--- config.mk ---
export PLATFORM = sky130hd
export DESIGN_NAME = axi_cache_bridge_mp_flat
export DESIGN_NICKNAME = d
export VERILOG_FILES = /design/src/rtl/axi_cache_bridge_mp_pkg.sv /design/src/rtl/axi_cache_bridge_mp_if.sv /design/src/rtl/axi_cache_bridge_mp_rr_arbiter.sv /design/src/rtl/axi_cache_bridge_mp.sv /design/src/flat_wrapper.sv
export SDC_FILE = /design/constraint.sdc
export NUM_CORES = 1
export LEC_CHECK = 0
export BUFFER_PORTS_ARGS = -buffer_cell sky130_fd_sc_hd__buf_2
export CORE_AREA = 2 2 207 209
export DETAILED_ROUTE_END_ITERATION = 8
export DIE_AREA = 0 0 209 211
export PLACE_DENSITY = 0.61
export SLEW_MARGIN = 20
export SYNTH_ARGS = -nofsm -noshare
export SYNTH_HDL_FRONTEND = slang
export SYNTH_SLANG_ARGS = --single-unit
--- constraint.sdc ---
create_clock -name aclk -period 17.2 [get_ports aclk]
set_clock_uncertainty 0.2 [all_clocks]
set_input_delay 2.58 -clock aclk [delete_from_list [all_inputs] [get_ports aclk]]
set_output_delay 2.58 -clock aclk [all_outputs]
set_load 0.1 [all_outputs]
--- src/rtl/axi_cache_bridge_mp_pkg.sv ---
// Shared AXI constants, FSM encodings and address-split helper for the
// multi-port cache-to-AXI3 bridge.
package axi_bridge_pkg;

   localparam logic [1:0] BURST_INCR     = 2'b01;
   localparam logic [2:0] SIZE_WORD      = 3'b010;
   localparam int         LINE_WORDS_DEF = 4;
   localparam int         OFF_BITS       = $clog2(4 * LINE_WORDS_DEF);

   typedef enum logic {
      AR_IDLE = 1'b0,
      AR_SEND = 1'b1
   } ar_state_t;

   typedef enum logic [2:0] {
      W_IDLE = 3'd0,
      W_BOTH = 3'd1,
      W_DATA = 3'd2,
      W_ADDR = 3'd3,
      W_RESP = 3'd4
   } w_state_t;

   // Byte-offset width of a cache line holding line_words 32-bit words.
   function automatic int off_bits(input int line_words);
      return $clog2(4 * line_words);
   endfunction

endpackage

--- src/rtl/axi_cache_bridge_mp_if.sv ---
// AXI3 master bus bundle (AR/R/AW/W/B) between the bridge and the SoC crossbar.
interface axi_cache_bridge_mp_if;
   import axi_bridge_pkg::*;

   logic [3:0]  arid;
   logic [31:0] araddr;
   logic [7:0]  arlen;
   logic [2:0]  arsize;
   logic [1:0]  arburst;
   logic [1:0]  arlock;
   logic [3:0]  arcache;
   logic [2:0]  arprot;
   logic        arvalid;
   logic        arready;

   logic [3:0]  rid;
   logic [31:0] rdata;
   logic [1:0]  rresp;
   logic        rlast;
   logic        rvalid;
   logic        rready;

   logic [3:0]  awid;
   logic [31:0] awaddr;
   logic [7:0]  awlen;
   logic [2:0]  awsize;
   logic [1:0]  awburst;
   logic [1:0]  awlock;
   logic [3:0]  awcache;
   logic [2:0]  awprot;
   logic        awvalid;
   logic        awready;

   logic [3:0]  wid;
   logic [31:0] wdata;
   logic [3:0]  wstrb;
   logic        wlast;
   logic        wvalid;
   logic        wready;

   logic [3:0]  bid;
   logic [1:0]  bresp;
   logic        bvalid;
   logic        bready;

   modport master (
      output arid, araddr, arlen, arsize, arburst, arlock, arcache, arprot, arvalid,
      input  arready,
      input  rid, rdata, rresp, rlast, rvalid,
      output rready,
      output awid, awaddr, awlen, awsize, awburst, awlock, awcache, awprot, awvalid,
      input  awready,
      output wid, wdata, wstrb, wlast, wvalid,
      input  wready,
      input  bid, bresp, bvalid,
      output bready
   );

   modport slave (
      input  arid, araddr, arlen, arsize, arburst, arlock, arcache, arprot, arvalid,
      output arready,
      output rid, rdata, rresp, rlast, rvalid,
      input  rready,
      input  awid, awaddr, awlen, awsize, awburst, awlock, awcache, awprot, awvalid,
      output awready,
      input  wid, wdata, wstrb, wlast, wvalid,
      output wready,
      output bid, bresp, bvalid,
      input  bready
   );

endinterface

--- src/rtl/axi_cache_bridge_mp_rr_arbiter.sv ---
// N-way round-robin arbiter: search starts at the pointer, masked requesters
// are skipped, and the pointer moves past the winner when advance is pulsed.
module rr_arbiter #(
   parameter int N  = 2,
   parameter int IW = (N > 1) ? $clog2(N) : 1
) (
   input  logic          aclk,
   input  logic          reset,
   input  logic [N-1:0]  req,
   input  logic [N-1:0]  mask,
   input  logic          advance,
   input  logic [IW-1:0] last_idx,
   output logic [N-1:0]  grant,
   output logic [IW-1:0] grant_idx,
   output logic          any
);

   logic [IW-1:0] ptr_r;

   // Pointer register: next search starts one past the last served index.
   always_ff @(posedge aclk or posedge reset) begin
      if (reset) begin
         ptr_r <= '0;
      end else if (advance) begin
         ptr_r <= (int'(last_idx) == N - 1) ? '0 : last_idx + IW'(1);
      end
   end

   // First eligible requester at or after the pointer, wrapping modulo N.
   always_comb begin
      logic [IW:0]   sum_s;
      logic [IW-1:0] idx_s;
      logic          hit_s;
      grant     = '0;
      grant_idx = '0;
      any       = 1'b0;
      sum_s     = '0;
      idx_s     = '0;
      hit_s     = 1'b0;
      for (int k = 0; k < N; k++) begin
         sum_s = {1'b0, ptr_r} + (IW+1)'(k);
         if (sum_s >= (IW+1)'(N)) begin
            sum_s = sum_s - (IW+1)'(N);
         end else begin
            sum_s = sum_s;
         end
         idx_s        = sum_s[IW-1:0];
         hit_s        = !any && req[idx_s] && mask[idx_s];
         grant[idx_s] = grant[idx_s] | hit_s;
         grant_idx    = hit_s ? idx_s : grant_idx;
         any          = any | hit_s;
      end
   end

endmodule

--- src/rtl/axi_cache_bridge_mp.sv ---
// Multi-port L1 cache to AXI3 bridge: round-robin line/word reads with bounded
// outstanding count and ID-routed returns, plus one line-writeback port.
module axi_cache_bridge_mp
   import axi_bridge_pkg::*;
#(
   parameter int N_RD       = 2,
   parameter int LINE_WORDS = 4,
   parameter int MAX_OUTST  = 2
) (
   input  logic                    aclk,
   input  logic                    reset,
   input  logic [N_RD-1:0]         rd_req,
   input  logic [3*N_RD-1:0]       rd_type,
   input  logic [32*N_RD-1:0]      rd_addr,
   output logic [N_RD-1:0]         rd_rdy,
   output logic [N_RD-1:0]         ret_valid,
   output logic [N_RD-1:0]         ret_last,
   output logic [32*N_RD-1:0]      ret_data,
   input  logic                    wr_req,
   input  logic [2:0]              wr_type,
   input  logic [31:0]             wr_addr,
   input  logic [3:0]              wr_wstrb,
   input  logic [32*LINE_WORDS-1:0] wr_data,
   output logic                    wr_rdy,
   axi_cache_bridge_mp_if.master   axi
);

   localparam int IW = (N_RD > 1) ? $clog2(N_RD) : 1;
   localparam int OB = off_bits(LINE_WORDS);

   ar_state_t     ar_state_r, ar_state_nxt_s;
   w_state_t      w_state_r, w_state_nxt_s;
   logic [3:0]    outst_r;
   logic [3:0]    arid_r;
   logic [31:0]   araddr_r;
   logic [7:0]    arlen_r;
   logic [2:0]    arsize_r;
   logic [N_RD-1:0] grant_s, hazard_s;
   logic [IW-1:0] grant_idx_s;
   logic          grant_any_s, rd_open_s, rd_hs_s, ar_hs_s, r_last_s;
   logic [2:0]    sel_type_s;
   logic [31:0]   sel_addr_s;
   logic [N_RD-1:0] ret_valid_r, ret_last_r;
   logic [31:0]   ret_data_r [N_RD];
   logic [31:0]   awaddr_r;
   logic [7:0]    awlen_r;
   logic [2:0]    awsize_r;
   logic [3:0]    wstrb_r, beat_r;
   logic [31:0]   line_r [LINE_WORDS];
   logic [31:0]   wdata_s;
   logic          wr_hs_s, wr_pend_s, w_hs_s, wlast_s;
   logic          awvalid_s, wvalid_s, bready_s;
   logic          unused_s;

   assign unused_s = ^{axi.rresp, axi.bid, axi.bresp, grant_any_s};

   // Reads touching the line of a pending writeback must wait for its response.
   always_comb begin
      hazard_s = '0;
      for (int i = 0; i < N_RD; i++) begin
         hazard_s[i] = wr_pend_s && (rd_addr[32*i+OB +: 32-OB] == awaddr_r[31:OB]);
      end
   end

   rr_arbiter #(.N(N_RD), .IW(IW)) u_arb (
      .aclk      (aclk),
      .reset     (reset),
      .req       (rd_req),
      .mask      (~hazard_s),
      .advance   (ar_hs_s),
      .last_idx  (arid_r[IW-1:0]),
      .grant     (grant_s),
      .grant_idx (grant_idx_s),
      .any       (grant_any_s)
   );

   assign rd_open_s = (ar_state_r == AR_IDLE) && (outst_r < 4'(MAX_OUTST)) && !reset;
   assign rd_rdy    = grant_s & {N_RD{rd_open_s}};
   assign rd_hs_s   = |(rd_req & rd_rdy);
   assign ar_hs_s   = axi.arvalid & axi.arready;
   assign r_last_s  = axi.rvalid & axi.rlast;

   // Type and address of the granted port.
   always_comb begin
      sel_type_s = '0;
      sel_addr_s = '0;
      for (int i = 0; i < N_RD; i++) begin
         sel_type_s = sel_type_s | (rd_type[3*i +: 3] & {3{grant_s[i]}});
         sel_addr_s = sel_addr_s | (rd_addr[32*i +: 32] & {32{grant_s[i]}});
      end
   end

   // AR and write FSM state registers.
   always_ff @(posedge aclk or posedge reset) begin
      if (reset) begin
         ar_state_r <= AR_IDLE;
         w_state_r  <= W_IDLE;
      end else begin
         ar_state_r <= ar_state_nxt_s;
         w_state_r  <= w_state_nxt_s;
      end
   end

   // AR next state.
   always_comb begin
      ar_state_nxt_s = ar_state_r;
      case (ar_state_r)
         AR_IDLE: ar_state_nxt_s = rd_hs_s ? AR_SEND : AR_IDLE;
         AR_SEND: ar_state_nxt_s = axi.arready ? AR_IDLE : AR_SEND;
         default: ar_state_nxt_s = AR_IDLE;
      endcase
   end

   // AR payload held stable from grant until accepted.
   always_ff @(posedge aclk or posedge reset) begin
      if (reset) begin
         arid_r   <= 4'd0;
         araddr_r <= 32'd0;
         arlen_r  <= 8'd0;
         arsize_r <= 3'd0;
      end else if (rd_hs_s) begin
         arid_r   <= 4'(grant_idx_s);
         araddr_r <= sel_addr_s;
         arlen_r  <= sel_type_s[2] ? 8'(LINE_WORDS - 1) : 8'd0;
         arsize_r <= sel_type_s[2] ? SIZE_WORD : {1'b0, sel_type_s[1:0]};
      end
   end

   // Outstanding reads: a concurrent accept and final beat cancel out.
   always_ff @(posedge aclk or posedge reset) begin
      if (reset) begin
         outst_r <= 4'd0;
      end else begin
         case ({ar_hs_s, r_last_s && (outst_r != 4'd0)})
            2'b10:   outst_r <= outst_r + 4'd1;
            2'b01:   outst_r <= outst_r - 4'd1;
            default: outst_r <= outst_r;
         endcase
      end
   end

   // Return routing by rid; beats with an rid beyond the port count fall through.
   always_ff @(posedge aclk or posedge reset) begin
      if (reset) begin
         ret_valid_r <= '0;
         ret_last_r  <= '0;
         for (int i = 0; i < N_RD; i++) ret_data_r[i] <= 32'd0;
      end else begin
         ret_valid_r <= '0;
         ret_last_r  <= '0;
         for (int i = 0; i < N_RD; i++) begin
            if (axi.rvalid && (axi.rid == 4'(i))) begin
               ret_valid_r[i] <= 1'b1;
               ret_last_r[i]  <= axi.rlast;
               ret_data_r[i]  <= axi.rdata;
            end
         end
      end
   end

   // Flatten return data onto the packed port bus.
   always_comb begin
      ret_data = '0;
      for (int i = 0; i < N_RD; i++) ret_data[32*i +: 32] = ret_data_r[i];
   end

   assign ret_valid = ret_valid_r;
   assign ret_last  = ret_last_r;

   assign wr_rdy    = (w_state_r == W_IDLE) && !reset;
   assign wr_hs_s   = wr_req & wr_rdy;
   assign wr_pend_s = (w_state_r != W_IDLE);
   assign w_hs_s    = axi.wvalid & axi.wready;
   assign wlast_s   = (beat_r == awlen_r[3:0]);

   // Write next state and channel valids; AW and W may complete in either order.
   always_comb begin
      w_state_nxt_s = w_state_r;
      awvalid_s     = 1'b0;
      wvalid_s      = 1'b0;
      bready_s      = 1'b0;
      case (w_state_r)
         W_IDLE: w_state_nxt_s = wr_hs_s ? W_BOTH : W_IDLE;
         W_BOTH: begin
            awvalid_s = 1'b1;
            wvalid_s  = 1'b1;
            if (axi.awready && axi.wready && wlast_s) begin
               w_state_nxt_s = W_RESP;
            end else if (axi.awready) begin
               w_state_nxt_s = W_DATA;
            end else if (axi.wready && wlast_s) begin
               w_state_nxt_s = W_ADDR;
            end else begin
               w_state_nxt_s = W_BOTH;
            end
         end
         W_DATA: begin
            wvalid_s      = 1'b1;
            w_state_nxt_s = (axi.wready && wlast_s) ? W_RESP : W_DATA;
         end
         W_ADDR: begin
            awvalid_s     = 1'b1;
            w_state_nxt_s = axi.awready ? W_RESP : W_ADDR;
         end
         W_RESP: begin
            bready_s      = 1'b1;
            w_state_nxt_s = axi.bvalid ? W_IDLE : W_RESP;
         end
         default: w_state_nxt_s = W_IDLE;
      endcase
   end

   // Write payload capture and beat index.
   always_ff @(posedge aclk or posedge reset) begin
      if (reset) begin
         awaddr_r <= 32'd0;
         awlen_r  <= 8'd0;
         awsize_r <= 3'd0;
         wstrb_r  <= 4'd0;
         beat_r   <= 4'd0;
         for (int i = 0; i < LINE_WORDS; i++) line_r[i] <= 32'd0;
      end else if (wr_hs_s) begin
         awaddr_r <= wr_addr;
         awlen_r  <= wr_type[2] ? 8'(LINE_WORDS - 1) : 8'd0;
         awsize_r <= wr_type[2] ? SIZE_WORD : {1'b0, wr_type[1:0]};
         wstrb_r  <= wr_type[2] ? 4'hF : wr_wstrb;
         beat_r   <= 4'd0;
         for (int i = 0; i < LINE_WORDS; i++) line_r[i] <= wr_data[32*i +: 32];
      end else if (w_hs_s) begin
         beat_r <= beat_r + 4'd1;
      end
   end

   // Current W beat word.
   always_comb begin
      wdata_s = 32'd0;
      for (int i = 0; i < LINE_WORDS; i++) begin
         wdata_s = wdata_s | (line_r[i] & {32{beat_r == 4'(i)}});
      end
   end

   assign axi.arid    = arid_r;
   assign axi.araddr  = araddr_r;
   assign axi.arlen   = arlen_r;
   assign axi.arsize  = arsize_r;
   assign axi.arburst = BURST_INCR;
   assign axi.arlock  = 2'b00;
   assign axi.arcache = 4'b0000;
   assign axi.arprot  = 3'b000;
   assign axi.arvalid = (ar_state_r == AR_SEND);
   assign axi.rready  = 1'b1;
   assign axi.awid    = 4'd0;
   assign axi.awaddr  = awaddr_r;
   assign axi.awlen   = awlen_r;
   assign axi.awsize  = awsize_r;
   assign axi.awburst = BURST_INCR;
   assign axi.awlock  = 2'b00;
   assign axi.awcache = 4'b0000;
   assign axi.awprot  = 3'b000;
   assign axi.awvalid = awvalid_s;
   assign axi.wid     = 4'd0;
   assign axi.wdata   = wdata_s;
   assign axi.wstrb   = wstrb_r;
   assign axi.wlast   = wlast_s;
   assign axi.wvalid  = wvalid_s;
   assign axi.bready  = bready_s;

endmodule
--- src/flat_wrapper.sv ---
// flat-port wrapper written by rule: the top's interface ports become plain ports
module axi_cache_bridge_mp_flat import axi_bridge_pkg::*;
#(
   parameter int N_RD       = 2,
   parameter int LINE_WORDS = 4,
   parameter int MAX_OUTST  = 2
)
  (aclk, reset, rd_req, rd_type, rd_addr, rd_rdy, ret_valid, ret_last, ret_data, wr_req, wr_type, wr_addr, wr_wstrb, wr_data, wr_rdy, axi_arid, axi_araddr, axi_arlen, axi_arsize, axi_arburst, axi_arlock, axi_arcache, axi_arprot, axi_arvalid, axi_arready, axi_rid, axi_rdata, axi_rresp, axi_rlast, axi_rvalid, axi_rready, axi_awid, axi_awaddr, axi_awlen, axi_awsize, axi_awburst, axi_awlock, axi_awcache, axi_awprot, axi_awvalid, axi_awready, axi_wid, axi_wdata, axi_wstrb, axi_wlast, axi_wvalid, axi_wready, axi_bid, axi_bresp, axi_bvalid, axi_bready);
  axi_cache_bridge_mp_if axi_i ();
  input  logic aclk;
  input  logic reset;
  input  logic [N_RD-1:0] rd_req;
  input  logic [3*N_RD-1:0] rd_type;
  input  logic [32*N_RD-1:0] rd_addr;
  output logic [N_RD-1:0] rd_rdy;
  output logic [N_RD-1:0] ret_valid;
  output logic [N_RD-1:0] ret_last;
  output logic [32*N_RD-1:0] ret_data;
  input  logic wr_req;
  input  logic [2:0] wr_type;
  input  logic [31:0] wr_addr;
  input  logic [3:0] wr_wstrb;
  input  logic [32*LINE_WORDS-1:0] wr_data;
  output logic wr_rdy;
  output wire logic [$bits(axi_i.arid)-1:0] axi_arid;
  output wire logic [$bits(axi_i.araddr)-1:0] axi_araddr;
  output wire logic [$bits(axi_i.arlen)-1:0] axi_arlen;
  output wire logic [$bits(axi_i.arsize)-1:0] axi_arsize;
  output wire logic [$bits(axi_i.arburst)-1:0] axi_arburst;
  output wire logic [$bits(axi_i.arlock)-1:0] axi_arlock;
  output wire logic [$bits(axi_i.arcache)-1:0] axi_arcache;
  output wire logic [$bits(axi_i.arprot)-1:0] axi_arprot;
  output wire logic [$bits(axi_i.arvalid)-1:0] axi_arvalid;
  input wire logic [$bits(axi_i.arready)-1:0] axi_arready;
  input wire logic [$bits(axi_i.rid)-1:0] axi_rid;
  input wire logic [$bits(axi_i.rdata)-1:0] axi_rdata;
  input wire logic [$bits(axi_i.rresp)-1:0] axi_rresp;
  input wire logic [$bits(axi_i.rlast)-1:0] axi_rlast;
  input wire logic [$bits(axi_i.rvalid)-1:0] axi_rvalid;
  output wire logic [$bits(axi_i.rready)-1:0] axi_rready;
  output wire logic [$bits(axi_i.awid)-1:0] axi_awid;
  output wire logic [$bits(axi_i.awaddr)-1:0] axi_awaddr;
  output wire logic [$bits(axi_i.awlen)-1:0] axi_awlen;
  output wire logic [$bits(axi_i.awsize)-1:0] axi_awsize;
  output wire logic [$bits(axi_i.awburst)-1:0] axi_awburst;
  output wire logic [$bits(axi_i.awlock)-1:0] axi_awlock;
  output wire logic [$bits(axi_i.awcache)-1:0] axi_awcache;
  output wire logic [$bits(axi_i.awprot)-1:0] axi_awprot;
  output wire logic [$bits(axi_i.awvalid)-1:0] axi_awvalid;
  input wire logic [$bits(axi_i.awready)-1:0] axi_awready;
  output wire logic [$bits(axi_i.wid)-1:0] axi_wid;
  output wire logic [$bits(axi_i.wdata)-1:0] axi_wdata;
  output wire logic [$bits(axi_i.wstrb)-1:0] axi_wstrb;
  output wire logic [$bits(axi_i.wlast)-1:0] axi_wlast;
  output wire logic [$bits(axi_i.wvalid)-1:0] axi_wvalid;
  input wire logic [$bits(axi_i.wready)-1:0] axi_wready;
  input wire logic [$bits(axi_i.bid)-1:0] axi_bid;
  input wire logic [$bits(axi_i.bresp)-1:0] axi_bresp;
  input wire logic [$bits(axi_i.bvalid)-1:0] axi_bvalid;
  output wire logic [$bits(axi_i.bready)-1:0] axi_bready;
  assign axi_arid = axi_i.arid;
  assign axi_araddr = axi_i.araddr;
  assign axi_arlen = axi_i.arlen;
  assign axi_arsize = axi_i.arsize;
  assign axi_arburst = axi_i.arburst;
  assign axi_arlock = axi_i.arlock;
  assign axi_arcache = axi_i.arcache;
  assign axi_arprot = axi_i.arprot;
  assign axi_arvalid = axi_i.arvalid;
  assign axi_i.arready = axi_arready;
  assign axi_i.rid = axi_rid;
  assign axi_i.rdata = axi_rdata;
  assign axi_i.rresp = axi_rresp;
  assign axi_i.rlast = axi_rlast;
  assign axi_i.rvalid = axi_rvalid;
  assign axi_rready = axi_i.rready;
  assign axi_awid = axi_i.awid;
  assign axi_awaddr = axi_i.awaddr;
  assign axi_awlen = axi_i.awlen;
  assign axi_awsize = axi_i.awsize;
  assign axi_awburst = axi_i.awburst;
  assign axi_awlock = axi_i.awlock;
  assign axi_awcache = axi_i.awcache;
  assign axi_awprot = axi_i.awprot;
  assign axi_awvalid = axi_i.awvalid;
  assign axi_i.awready = axi_awready;
  assign axi_wid = axi_i.wid;
  assign axi_wdata = axi_i.wdata;
  assign axi_wstrb = axi_i.wstrb;
  assign axi_wlast = axi_i.wlast;
  assign axi_wvalid = axi_i.wvalid;
  assign axi_i.wready = axi_wready;
  assign axi_i.bid = axi_bid;
  assign axi_i.bresp = axi_bresp;
  assign axi_i.bvalid = axi_bvalid;
  assign axi_bready = axi_i.bready;
  axi_cache_bridge_mp #(.N_RD(N_RD), .LINE_WORDS(LINE_WORDS), .MAX_OUTST(MAX_OUTST)) u_core (.aclk(aclk), .reset(reset), .rd_req(rd_req), .rd_type(rd_type), .rd_addr(rd_addr), .rd_rdy(rd_rdy), .ret_valid(ret_valid), .ret_last(ret_last), .ret_data(ret_data), .wr_req(wr_req), .wr_type(wr_type), .wr_addr(wr_addr), .wr_wstrb(wr_wstrb), .wr_data(wr_data), .wr_rdy(wr_rdy), .axi(axi_i));
endmodule
Word-level counts from Yosys, hierarchy flattened. Index checks and enable logic that the tools add are counted. Widths: inputs -> output; s select.

Output and inout port bits: 233. Word-level logic and storage cells: 147. Register bits: 300. Input bits: 292.

Reduce and logical (&&, ||, !) cells: 28. Muxes and demuxes: 47. Equality and inequality tests: 13. Add/subtract/negate cells: 7. Bitwise gates (word level): 24. $lt $le $gt $ge: 7.

Operators by type and width (count): $and 32x32->32 (6); $or 32x32->32 (4); $eq 28x28->1 (2); $mux 1 (28); $logic_and 1x1->1 (16); $mux 3 (5); $pmux 3 s5 (1); $mux 4 (3); $mux 2 (5); $add 4x1->4 const B (2); $eq 4x1->1 const B (2); $eq 4x2->1 const B (2); $logic_not 4->1 (2); $pmux 4 s2 (1); $and 2x2->2 (3); $and 3x3->3 (2); $eq 3x2->1 const B (2); $reduce_or 2->1 (3); $and 1x1->1 (4); $eq 4x4->1 (1); $lt 1x2->1 const B (2); $lt 4x2->1 const B (1); $reduce_bool 2->1 (2); $reduce_bool 4->1 (1); 21 further kinds (26).

Depth between registers and ports, before layout. Gate-level depths: netlist (run 1).

Depth after elaboration: 17. Depth in mapped cells: 10. Depth with buffers taken out: 9.

By module. A second synthesis (run 1) with hierarchy kept.

Cell total of the unflattened synthesis: 1353. Area, all modules: 12933.7 sq um.

By module, submodules not included: axi_cache_bridge_mp (sequential area each 7081.8 sq um, area an instance 12858.6 sq um, cells an instance 1343, times used 1); rr_arbiter (sequential area each 25.0 sq um, area an instance 75.1 sq um, cells an instance 10, times used 1).

Least setup slack after synthesis (run 1). OpenSTA, ideal clock, no wires.

Path kind: input-to-output. From: in reset. To: out wr_rdy. Cell stages on the path: 1. Setup slack: 8.913 ns. Arrival time: 5.507 ns. Cell sequence: nor4_1.

Word-level cells in the longest chain between the ends: 2.

RTL lines: from (decl) (RTL line flat_wrapper.sv:11) `input logic reset;`; $logic_not 1->1 (no source line); $logic_and 1x1->1 (RTL line axi_cache_bridge_mp.sv:170) `assign wr_rdy = (w_state_r == W_IDLE) && !reset;`; to (decl) (RTL line flat_wrapper.sv:24) `output logic wr_rdy;`.

No other way between the ends.

Final worst setup path (run 1).
From: in rd_addr[56]. To: out rd_rdy[0].

Word-level cells in the longest chain between the ends: 13.

RTL lines: from (decl) (RTL line flat_wrapper.sv:14) `input logic [32*N_RD-1:0] rd_addr;`; $eq 28x28->1 * (RTL line axi_cache_bridge_mp.sv:61) `hazard_s[i] = wr_pend_s && (rd_addr[32*i+OB +: 32-OB] == awaddr_r[31:OB]);`; $logic_and 1x1->1 * (RTL line axi_cache_bridge_mp.sv:61); $not 2->2 * (RTL line axi_cache_bridge_mp.sv:69) `.mask (~hazard_s),`; $mux 1 (implied by the code) (2 in a row) (RTL line axi_cache_bridge_mp_rr_arbiter.sv:48) `hit_s = !any && req[idx_s] && mask[idx_s];`; $logic_and 1x1->1 (RTL line axi_cache_bridge_mp_rr_arbiter.sv:48); $or 1x1->1 (RTL line axi_cache_bridge_mp_rr_arbiter.sv:49) `grant[idx_s] = grant[idx_s] | hit_s;`; $and 2x2->2 (no source line); $mux 1 (implied by the code) (2 in a row) (RTL line axi_cache_bridge_mp_rr_arbiter.sv:49); $or 1x1->1 (RTL line axi_cache_bridge_mp_rr_arbiter.sv:49); $bwmux 2 * (RTL line axi_cache_bridge_mp_rr_arbiter.sv:49); $and 2x2->2 * (RTL line axi_cache_bridge_mp.sv:78) `assign rd_rdy = grant_s & {N_RD{rd_open_s}};`; to (decl) (RTL line flat_wrapper.sv:15) `output logic [N_RD-1:0] rd_rdy;`.

Mark *: on every way between the ends. The rest lies on a longest branch, timed or not. The select of a mux whose other input is x is not followed.

==> flow_metrics.tcl, run 1 <==
set metrics [dict create \
    outcome "finished clean" \
    yosysUniqueCellTypes 42 \
    ys_ff_latch 284 \
    die-area_mm2 0.0441 \
    cts_root_buffer "clkbuf_16" \
    worstHoldPathType "register to register" \
    synth_edf_count 0 \
    ys.flop_type "dfrtp_1" \
    critPathLaunchType "input pin" \
    grt_use_met3_pct 5.66 \
    cp_num_buf_inv 2 \
    antenna_left 0 \
    rsz0062_at_grt "no" \
    final.setup.tns_ns 0 \
    start_util_pct 30.8 \
    crit_family "simple AND/OR/NAND/NOR gates" \
    cts_max_level 2 \
    r2r_cells 5 \
    hpwl_um 30600 \
    fin_nets 2153 \
    grt_max_degree 136 \
    rr_endpoint "u_core.axi.wstrb[3]$_DFFE_PP0P_" \
    reg2reg_setup_slack_ns 13.66 \
    die_y_um 211 \
    grt_pass1_vias 11500 \
    slowest_delay_ns 0.50 \
    fillers 4285 \
    insertion_delay_ns 0.53 \
    first_pass_iters 5 \
    drcViolationCount 0 \
    crit_required_ns 14.42 \
    pin_count 525 \
    cts_hold_buffers 0 \
    syn_area_per_cell_um2 9.05 \
    numPortBuffers 468 \
    rows 75 \
    drt_iter0_drc 738 \
    cts_resized 0 \
    gp_congestion 0.886 \
    final-max-slew-violation-count 0 \
    hold_viol_final 0 \
    cpMaxStageDelayCell "nor4_1" \
    hold_end "u_core.outst_r[3]$_DFFE_PP0P_" \
    antenna_found_initial 9 \
    clkTransAtPathRegs_ns 0.06 \
    routedWlPerCell_um 17.6 \
    final_common_cell "nand2_1" \
    layout_common_cells "nand2_1 (664), buf_2 (468), dfrtp_1 (284), a22oi_1 (97), xor2_1 (60)" \
    worstPathCellList "buf_2 > xor2_1 > nor4_1 > nand4_1 > o21a_1 > a21boi_2 > nor2b_1 > buf_2" \
    synth-seq-area-share_pct 55.3 \
    maxCapViolCount 0 \
    cp.arrival_ns 4.77 \
    yosysWarnings 0 \
    crit_cells 8 \
    worst_slew_pin_slew_ns 1.06 \
    slew_headroom_pct 28.7 \
    cts_setup_buffers 0 \
    setup_viol 0 \
    period_share_pct 43.9 \
    vias 11200 \
    use_met2_pct 31.1 \
    synth_area_mm2 0.0129 \
    area_growth_pct 29.5 \
    grt_remaining_overflow 0 \
    fmax_mhz 132 \
    netlist_instances 1420 \
    crit_top_cell "buf_2" \
    clkSinkCount 284 \
    hp-start "u_core.outst_r[3]$_DFFE_PP0P_" \
    async_flop_share_pct 100 \
    period_minus_slack_ns 7.55 \
    numCtsBuffers 35 \
    grt_pass1_wl_um 65300 \
    r2r-start "u_core.w_state_r[0]$_DFF_PP0_" \
    drive_gt1_share_pct 30.5 \
    cts_tree "done" \
    grt-busiest-layer "met2" \
    path_max_fanout 4 \
    end_kind "output pin" \
    clock_path_buffers 3 \
    core-area_mm2 0.0418 \
    whs_path_depth 1 \
    path_class "input pin to output pin" \
    grt_usage_pct 18.9 \
    die_x_um 209 \
    routed_wl_um 42600 \
    grtUsageMet1_pct 24.0 \
    routed_via_density 4.64 \
]
-- worst max-delay path by stage --
stage,slack [ns],to,startpoint
CTS,9.63,rd_rdy[0],rd_addr[56]
floorplan,6.58,u_core.axi.araddr[0]$_DFFE_PP0P_,reset
detailed placement,9.64,rd_rdy[0],rd_addr[56]
global placement,9.69,rd_rdy[0],rd_addr[56]
finish,9.65,rd_rdy[0],rd_addr[56]
global route,9.57,rd_rdy[0],rd_addr[56]
-- final cells by class --
class	instances	area (µm²)	share of cell area, %
Clock inverter	7	131	0.789
Tap cell	539	674	4.05
Antenna cell	3	7.51	0.0451
Clock buffer	55	1030	6.20
Sequential cell	284	7110	42.7
Inverter	10	45.0	0.271
Multi-Input combinational cell	1040	5190	31.2
Timing Repair Buffer	482	2450	14.8
-- through the flow --
stage / std cells / instance area, µm² / util, % / hold WS (ns) / worst slack, ns
CTS: 2417 / 16600 / 39.8 / 0.266 / 9.63
detailed placement: 2355 / 15500 / 37.0 / 0.252 / 9.64
finish: 2420 / 16600 / 39.9 / 0.266 / 9.65
global route: 2419 / 16600 / 39.8 / 0.288 / 9.57
global placement: 2355 / 15500 / 37.0 / 0.249 / 9.69
floorplan: 1466 / 13000 / - / 0.234 / 6.58
-- cells in the mapped netlist (all sizes together), types with 3 or more instances --
cell type	count	area, µm²
nor2b	6	37.5
ha	7	87.6
xor2	60	526
inv	10	37.5
xnor2	4	35.0
nand4	5	31.3
clkbuf	52	195
and2	8	50.1
a22oi	97	728
a21oi	6	30.0
o21ai	46	230
nor4	13	81.3
mux2i	3	30.0
nor2	11	41.3
buf	80	522
nor3	3	15.0
nand2	665	2500
dfrtp	284	7110
or3	3	18.8
mux2	32	360
-- cell families after synthesis --
group / after synthesis / synth area share, %
AND/OR/NAND/NOR: 723 / 22.0
flip-flops: 284 / 55.3
AO/OA/AOI/OAI: 162 / 8.54
buffers and inverters: 142 / 5.87
XOR/XNOR: 64 / 4.36
multiplexers: 35 / 3.04
adder cells (fa/ha/maj): 8 / 0.837
other: 2 / 0.0584
-- registers in the layout (all words and copies together), names as in the netlist, 3 cells and up --
| signal | count |
|---|---|
| u_core.w_state_r | 3 |
| u_core.axi.awaddr | 32 |
| u_core.axi.araddr | 32 |
| u_core.axi.wstrb | 4 |
| u_core.beat_r | 4 |
| u_core.ret_data | 64 |
| u_core.outst_r | 4 |
| u_core.line_r | 128 |
-- per-layer routing --
| layer | share of wire [%] | wire length [µm] |
|---|---|---|
| met1 | 42 | 17900 |
| met2 | 48 | 20300 |
| met3 | 8.0 | 3420 |
| met4 | 2.2 | 938 |
| met5 | 0.15 | 65 |
Power of run 1 is left out: the tool's default activity adds up to more than one toggle a clock period on the data nets, which glitch-free logic cannot reach.
==> run 2: changes to the inputs <==
--- a/config.mk
+++ b/config.mk
@@ -6,10 +6,10 @@
 export NUM_CORES = 1
 export LEC_CHECK = 0
 export BUFFER_PORTS_ARGS = -buffer_cell sky130_fd_sc_hd__buf_2
-export CORE_AREA = 2 2 207 209
+export CORE_AREA = 2 2 202 204
 export DETAILED_ROUTE_END_ITERATION = 8
-export DIE_AREA = 0 0 209 211
-export PLACE_DENSITY = 0.61
+export DIE_AREA = 0 0 204 206
+export PLACE_DENSITY = 0.65
 export SLEW_MARGIN = 20
 export SYNTH_ARGS = -nofsm -noshare
 export SYNTH_HDL_FRONTEND = slang
==> constraint.sdc (replaced) <==
create_clock -name aclk -period 6.5 [get_ports aclk]
set_clock_uncertainty 0.2 [all_clocks]
set_input_delay 0.975 -clock aclk [delete_from_list [all_inputs] [get_ports aclk]]
set_output_delay 0.975 -clock aclk [all_outputs]
set_load 0.1 [all_outputs]
==> run 2 against run 1 <==
Effect of this change:
- core utilization up 1.5 points
- die area down 4.7%
- via count down 0.13%
==> flow_metrics.tcl, run 2 (same netlist as run 1, synthesis figures left out) <==
set metrics [dict create \
    grt_pass1_wl_um 62100 \
    rsz0062_at_grt "no" \
    vias 11200 \
    numCtsBuffers 34 \
    routed_via_density 4.64 \
    cp-startpoint "u_core.w_state_r[0]$_DFF_PP0_" \
    hold_end "u_core.outst_r[3]$_DFFE_PP0P_" \
    routed_wl_um 41400 \
    grt_remaining_overflow 0 \
    die_y_um 206 \
    clock_path_buffers 3 \
    slew_headroom_pct 33.5 \
    maxCapViolCount 0 \
    dp.cells 2350 \
    grt_usage_pct 19.1 \
    rows 74 \
    layout_common_cells "nand2_1 (664), buf_2 (468), dfrtp_1 (284), a22oi_1 (97), xor2_1 (60)" \
    final_util_pct 41.4 \
    area_growth_pct 29.4 \
    r2r_cells 5 \
    whs_path_depth 1 \
    gp_congestion 0.905 \
    die-area_mm2 0.0420 \
    grt_max_degree 153 \
    largest-register "u_core.line_r" \
    hp-start "u_core.outst_r[3]$_DFFE_PP0P_" \
    cts_setup_buffers 0 \
    final-max-slew-violation-count 0 \
    largest_register_ffs 128 \
    path_class "register to output pin" \
    drt_iter0_drc 640 \
    cts_max_level 2 \
    placed_cell_area_mm2 0.0155 \
    drcViolationCount 0 \
    worstHoldPathType "register to register" \
    worst_slew_pin_slew_ns 0.997 \
    pin_count 525 \
    setup_viol 0 \
    final_common_cell "nand2_1" \
    clkTransAtPathRegs_ns 0.06 \
    outcome "finished clean" \
    rr_endpoint "u_core.axi.awaddr[16]$_DFFE_PP0P_" \
    cpMaxStageDelayCell "nor3_1" \
    cp_num_buf_inv 2 \
    stdcell_count 2416 \
    hold_viol_final 0 \
    cts_tree "done" \
    fin_area_mm2 0.0166 \
    end_kind "output pin" \
    reg2reg_setup_slack_ns 3.18 \
    cts_resized 0 \
    fin_nets 2154 \
    core-area_mm2 0.0402 \
    drive_gt1_share_pct 30.8 \
    cp.arrival_ns 3.75 \
    insertion_delay_ns 0.53 \
    period_minus_slack_ns 4.93 \
    crit_family "simple AND/OR/NAND/NOR gates" \
    path_max_fanout 35 \
    numPortBuffers 468 \
    antenna_found_initial 7 \
    crit_required_ns 5.32 \
    die_x_um 204 \
    antenna_left 0 \
    start_util_pct 32.0 \
    cts_root_buffer "clkbuf_16" \
    worstPathCellList "nor3_1 > nor2_1 > nand4_1 > o21a_1 > a21boi_2 > buf_4 > nor2b_1 > buf_2" \
    final.setup.tns_ns 0 \
    grt_pass1_vias 11100 \
    critPathLaunchType "register" \
    hpwl_um 29300 \
    r2r-start "u_core.w_state_r[0]$_DFF_PP0_" \
    cts_hold_buffers 0 \
    slowest_delay_ns 0.79 \
    period_share_pct 75.8 \
    clkSinkCount 284 \
    routedWlPerCell_um 17.1 \
    fmax_mhz 203 \
    first_pass_iters 7 \
]
-- run 2: cell types whose count changed in the layout (fill, tap and decap cells not counted), sizes merged --
cell      change
clkbuf        -8
buf           +2
inv           -1
clkinvlp      +1
diode         +2
clkinv        +7
-- run 2: per-layer routing --
metal  GRT usage, %  share of wire [%]  vias to the layer above
met3           5.52                8.3                       79
met1           23.8                 41                     5320
met5              0              0.080                        -
li1               -                  -                     5362
met4           7.53                3.0                        6
met2           31.2                 47                      453
-- run 2: how the worst max path moves through the flow --
stage / endpoint / slack (ns) / depth (start not counted)
floorplan: u_core.axi.awsize[1]$_DFFE_PP0P_ / 1.05 / 6
global placement: rd_rdy[0] / 1.82 / 9
detailed placement: rd_rdy[0] / 1.80 / 9
CTS: rd_rdy[0] / 1.48 / 8
global route: rd_rdy[0] / 1.36 / 8
finish: rd_rdy[0] / 1.57 / 8
-- run 2: cell type report --
type	instances	area (µm²)
fill	4029	23500
sequential	284	7110
multi-input combinational	1040	5190
timing repair buffer	484	2470
clock buffer	47	961
tap	532	666
clock inverter	14	181
inverter	10	41.3
antenna	5	12.5
-- run 2: through the flow --
step,hold slack (ns),setup slack [ns]
after floorplan,0.234,1.05
after global placement,0.249,1.82
after detailed placement,0.254,1.80
after CTS,0.269,1.48
after global routing,0.279,1.36
final,0.265,1.57
Power of run 2 is left out for the same reason.
==> run 3: changes to the inputs <==
--- a/config.mk
+++ b/config.mk
@@ -6,10 +6,10 @@
 export NUM_CORES = 1
 export LEC_CHECK = 0
 export BUFFER_PORTS_ARGS = -buffer_cell sky130_fd_sc_hd__buf_2
-export CORE_AREA = 2 2 202 204
+export CORE_AREA = 2 2 203 205
 export DETAILED_ROUTE_END_ITERATION = 8
-export DIE_AREA = 0 0 204 206
-export PLACE_DENSITY = 0.65
+export DIE_AREA = 0 0 205 207
+export PLACE_DENSITY = 0.63
 export SLEW_MARGIN = 20
 export SYNTH_ARGS = -nofsm -noshare
 export SYNTH_HDL_FRONTEND = slang
==> constraint.sdc (replaced) <==
create_clock -name aclk -period 5.1 [get_ports aclk]
set_clock_uncertainty 0.2 [all_clocks]
set_input_delay 0.765 -clock aclk [delete_from_list [all_inputs] [get_ports aclk]]
set_output_delay 0.765 -clock aclk [all_outputs]
set_load 0.1 [all_outputs]
==> run 3 against run 2 <==
Effect of this change:
- non-clock buffer count is 2 higher
- die area is 0.98% higher
- flip-flop and latch count unchanged
- critical endpoint unchanged
==> flow_metrics.tcl, run 3 (same netlist as run 1, synthesis figures left out) <==
set metrics [dict create \
    outcome "finished clean" \
    rows 74 \
    period_share_pct 82.0 \
    clock_path_buffers 3 \
    routedWlPerCell_um 17.6 \
    final.setup.tns_ns 0 \
    drive_gt1_share_pct 31.1 \
    path_max_fanout 4 \
    numCtsBuffers 34 \
    die-area_mm2 0.0424 \
    worstPathCellList "xor2_1 > nor4_1 > nand4_1 > o21a_1 > a21boi_4 > nor2b_1 > buf_2" \
    first_pass_iters 5 \
    rr_endpoint "u_core.axi.arsize[1]$_DFFE_PP0P_" \
    core-area_mm2 0.0404 \
    whs_path_depth 3 \
    cts_hold_buffers 0 \
    numPortBuffers 468 \
    layout_common_cells "nand2_1 (664), buf_2 (468), dfrtp_1 (284), a22oi_1 (97), xor2_1 (60)" \
    r2r-start "u_core.axi.awaddr[27]$_DFFE_PP0P_" \
    cp.arrival_ns 3.22 \
    largest_register_ffs 128 \
    slowest_delay_ns 0.52 \
    hold_viol_final 0 \
    final_common_cell "nand2_1" \
    vias 11300 \
    grt_pass1_vias 11300 \
    setup_slack_ns 0.918 \
    reg2reg_setup_slack_ns 1.90 \
    pin_count 525 \
    final_util_pct 41.5 \
    routed_wl_um 42400 \
    antenna_found_initial 7 \
    setup_viol 0 \
    drcViolationCount 0 \
    stdcell_count 2415 \
    cts_resized 0 \
    routed_via_density 4.67 \
    cts_tree "done" \
    maxCapViolCount 0 \
    worstHoldPathType "input pin to register" \
    grt_max_degree 131 \
    cts_setup_buffers 0 \
    drt_iter0_drc 701 \
    antenna_left 0 \
    dp.cells 2352 \
    cts_max_level 2 \
    gp_congestion 0.901 \
    die_x_um 205 \
    die_y_um 207 \
    crit_required_ns 4.14 \
    cts_root_buffer "clkbuf_16" \
    critPathLaunchType "register" \
    clkTransAtPathRegs_ns 0.06 \
    period_minus_slack_ns 4.18 \
    end_kind "output pin" \
    hp-start "wr_data[48]" \
    grt_usage_pct 19.6 \
    insertion_delay_ns 0.53 \
    path_class "register to output pin" \
    clkSinkCount 284 \
    worst_slew_pin_slew_ns 1.09 \
    grt_remaining_overflow 0 \
    slew_headroom_pct 27.3 \
    rsz0062_at_grt "no" \
    cpMaxStageDelayCell "nor4_1" \
    fin_nets 2156 \
    final-max-slew-violation-count 0 \
    hpwl_um 30900 \
    r2r_cells 8 \
    fmax_mhz 239 \
    hold_end "u_core.line_r[80]$_DFFE_PP0P_" \
    start_util_pct 31.8 \
    largest-register "u_core.line_r" \
    grt_pass1_wl_um 64700 \
    area_growth_pct 30.3 \
    place_ws_ns 1.17 \
]
run 3: how the worst max path moves through the flow:
stage                                            startpoint                               end  slack, ns  depth (start not counted)
after detailed placement                        rd_addr[59]                         rd_rdy[0]       1.17                          8
after global routing      u_core.axi.awaddr[27]$_DFFE_PP0P_                         rd_rdy[0]       0.90                          7
final                     u_core.axi.awaddr[27]$_DFFE_PP0P_                         rd_rdy[0]       0.92                          7
after CTS                 u_core.axi.awaddr[27]$_DFFE_PP0P_                         rd_rdy[0]       0.97                          7
after floorplan                                       reset  u_core.axi.araddr[0]$_DFFE_PP0P_       0.37                          1
after global placement                          rd_addr[59]                         rd_rdy[0]       1.16                          8
run 3: metrics by stage:
step | hold WS, ns | area, µm²
2_1_floorplan | 0.234 | 13000
3_3_place_gp | 0.249 | 15500
3_5_place_dp | 0.253 | 15500
4_1_cts | 0.186 | 16700
5_1_grt | 0.206 | 16700
6_report | 0.226 | 16700
run 3: worst max-delay path, delay by kind of cell, from the launching register on:
kind,cells,cell delay (ns)
xor gates and xnor gates,1,0.19
and+or+nand+nor,3,1.03
buffers and inverters,1,0.49
AOI/OAI and AO/OA,2,0.52
DFF,1,0.46
run 3: final cells by class:
cell class,instances,area [µm²]
Antenna cell,2,5.00
Clock buffer,51,1070
Clock inverter,10,136
Fill cell,4079,23600
Inverter,10,41.3
Multi-Input combinational cell,1040,5210
Sequential cell,284,7110
Tap cell,532,666
Timing Repair Buffer,486,2510
run 3: metal layers:
layer	vias to the layer above	global-route usage (%)	share of wire, %
li1	5366	-	-
met1	5400	24.3	41
met2	423	33.0	48
met3	73	5.08	8.0
met4	8	6.60	2.6
met5	-	0	0.12
Power of run 3 is left out for the same reason.
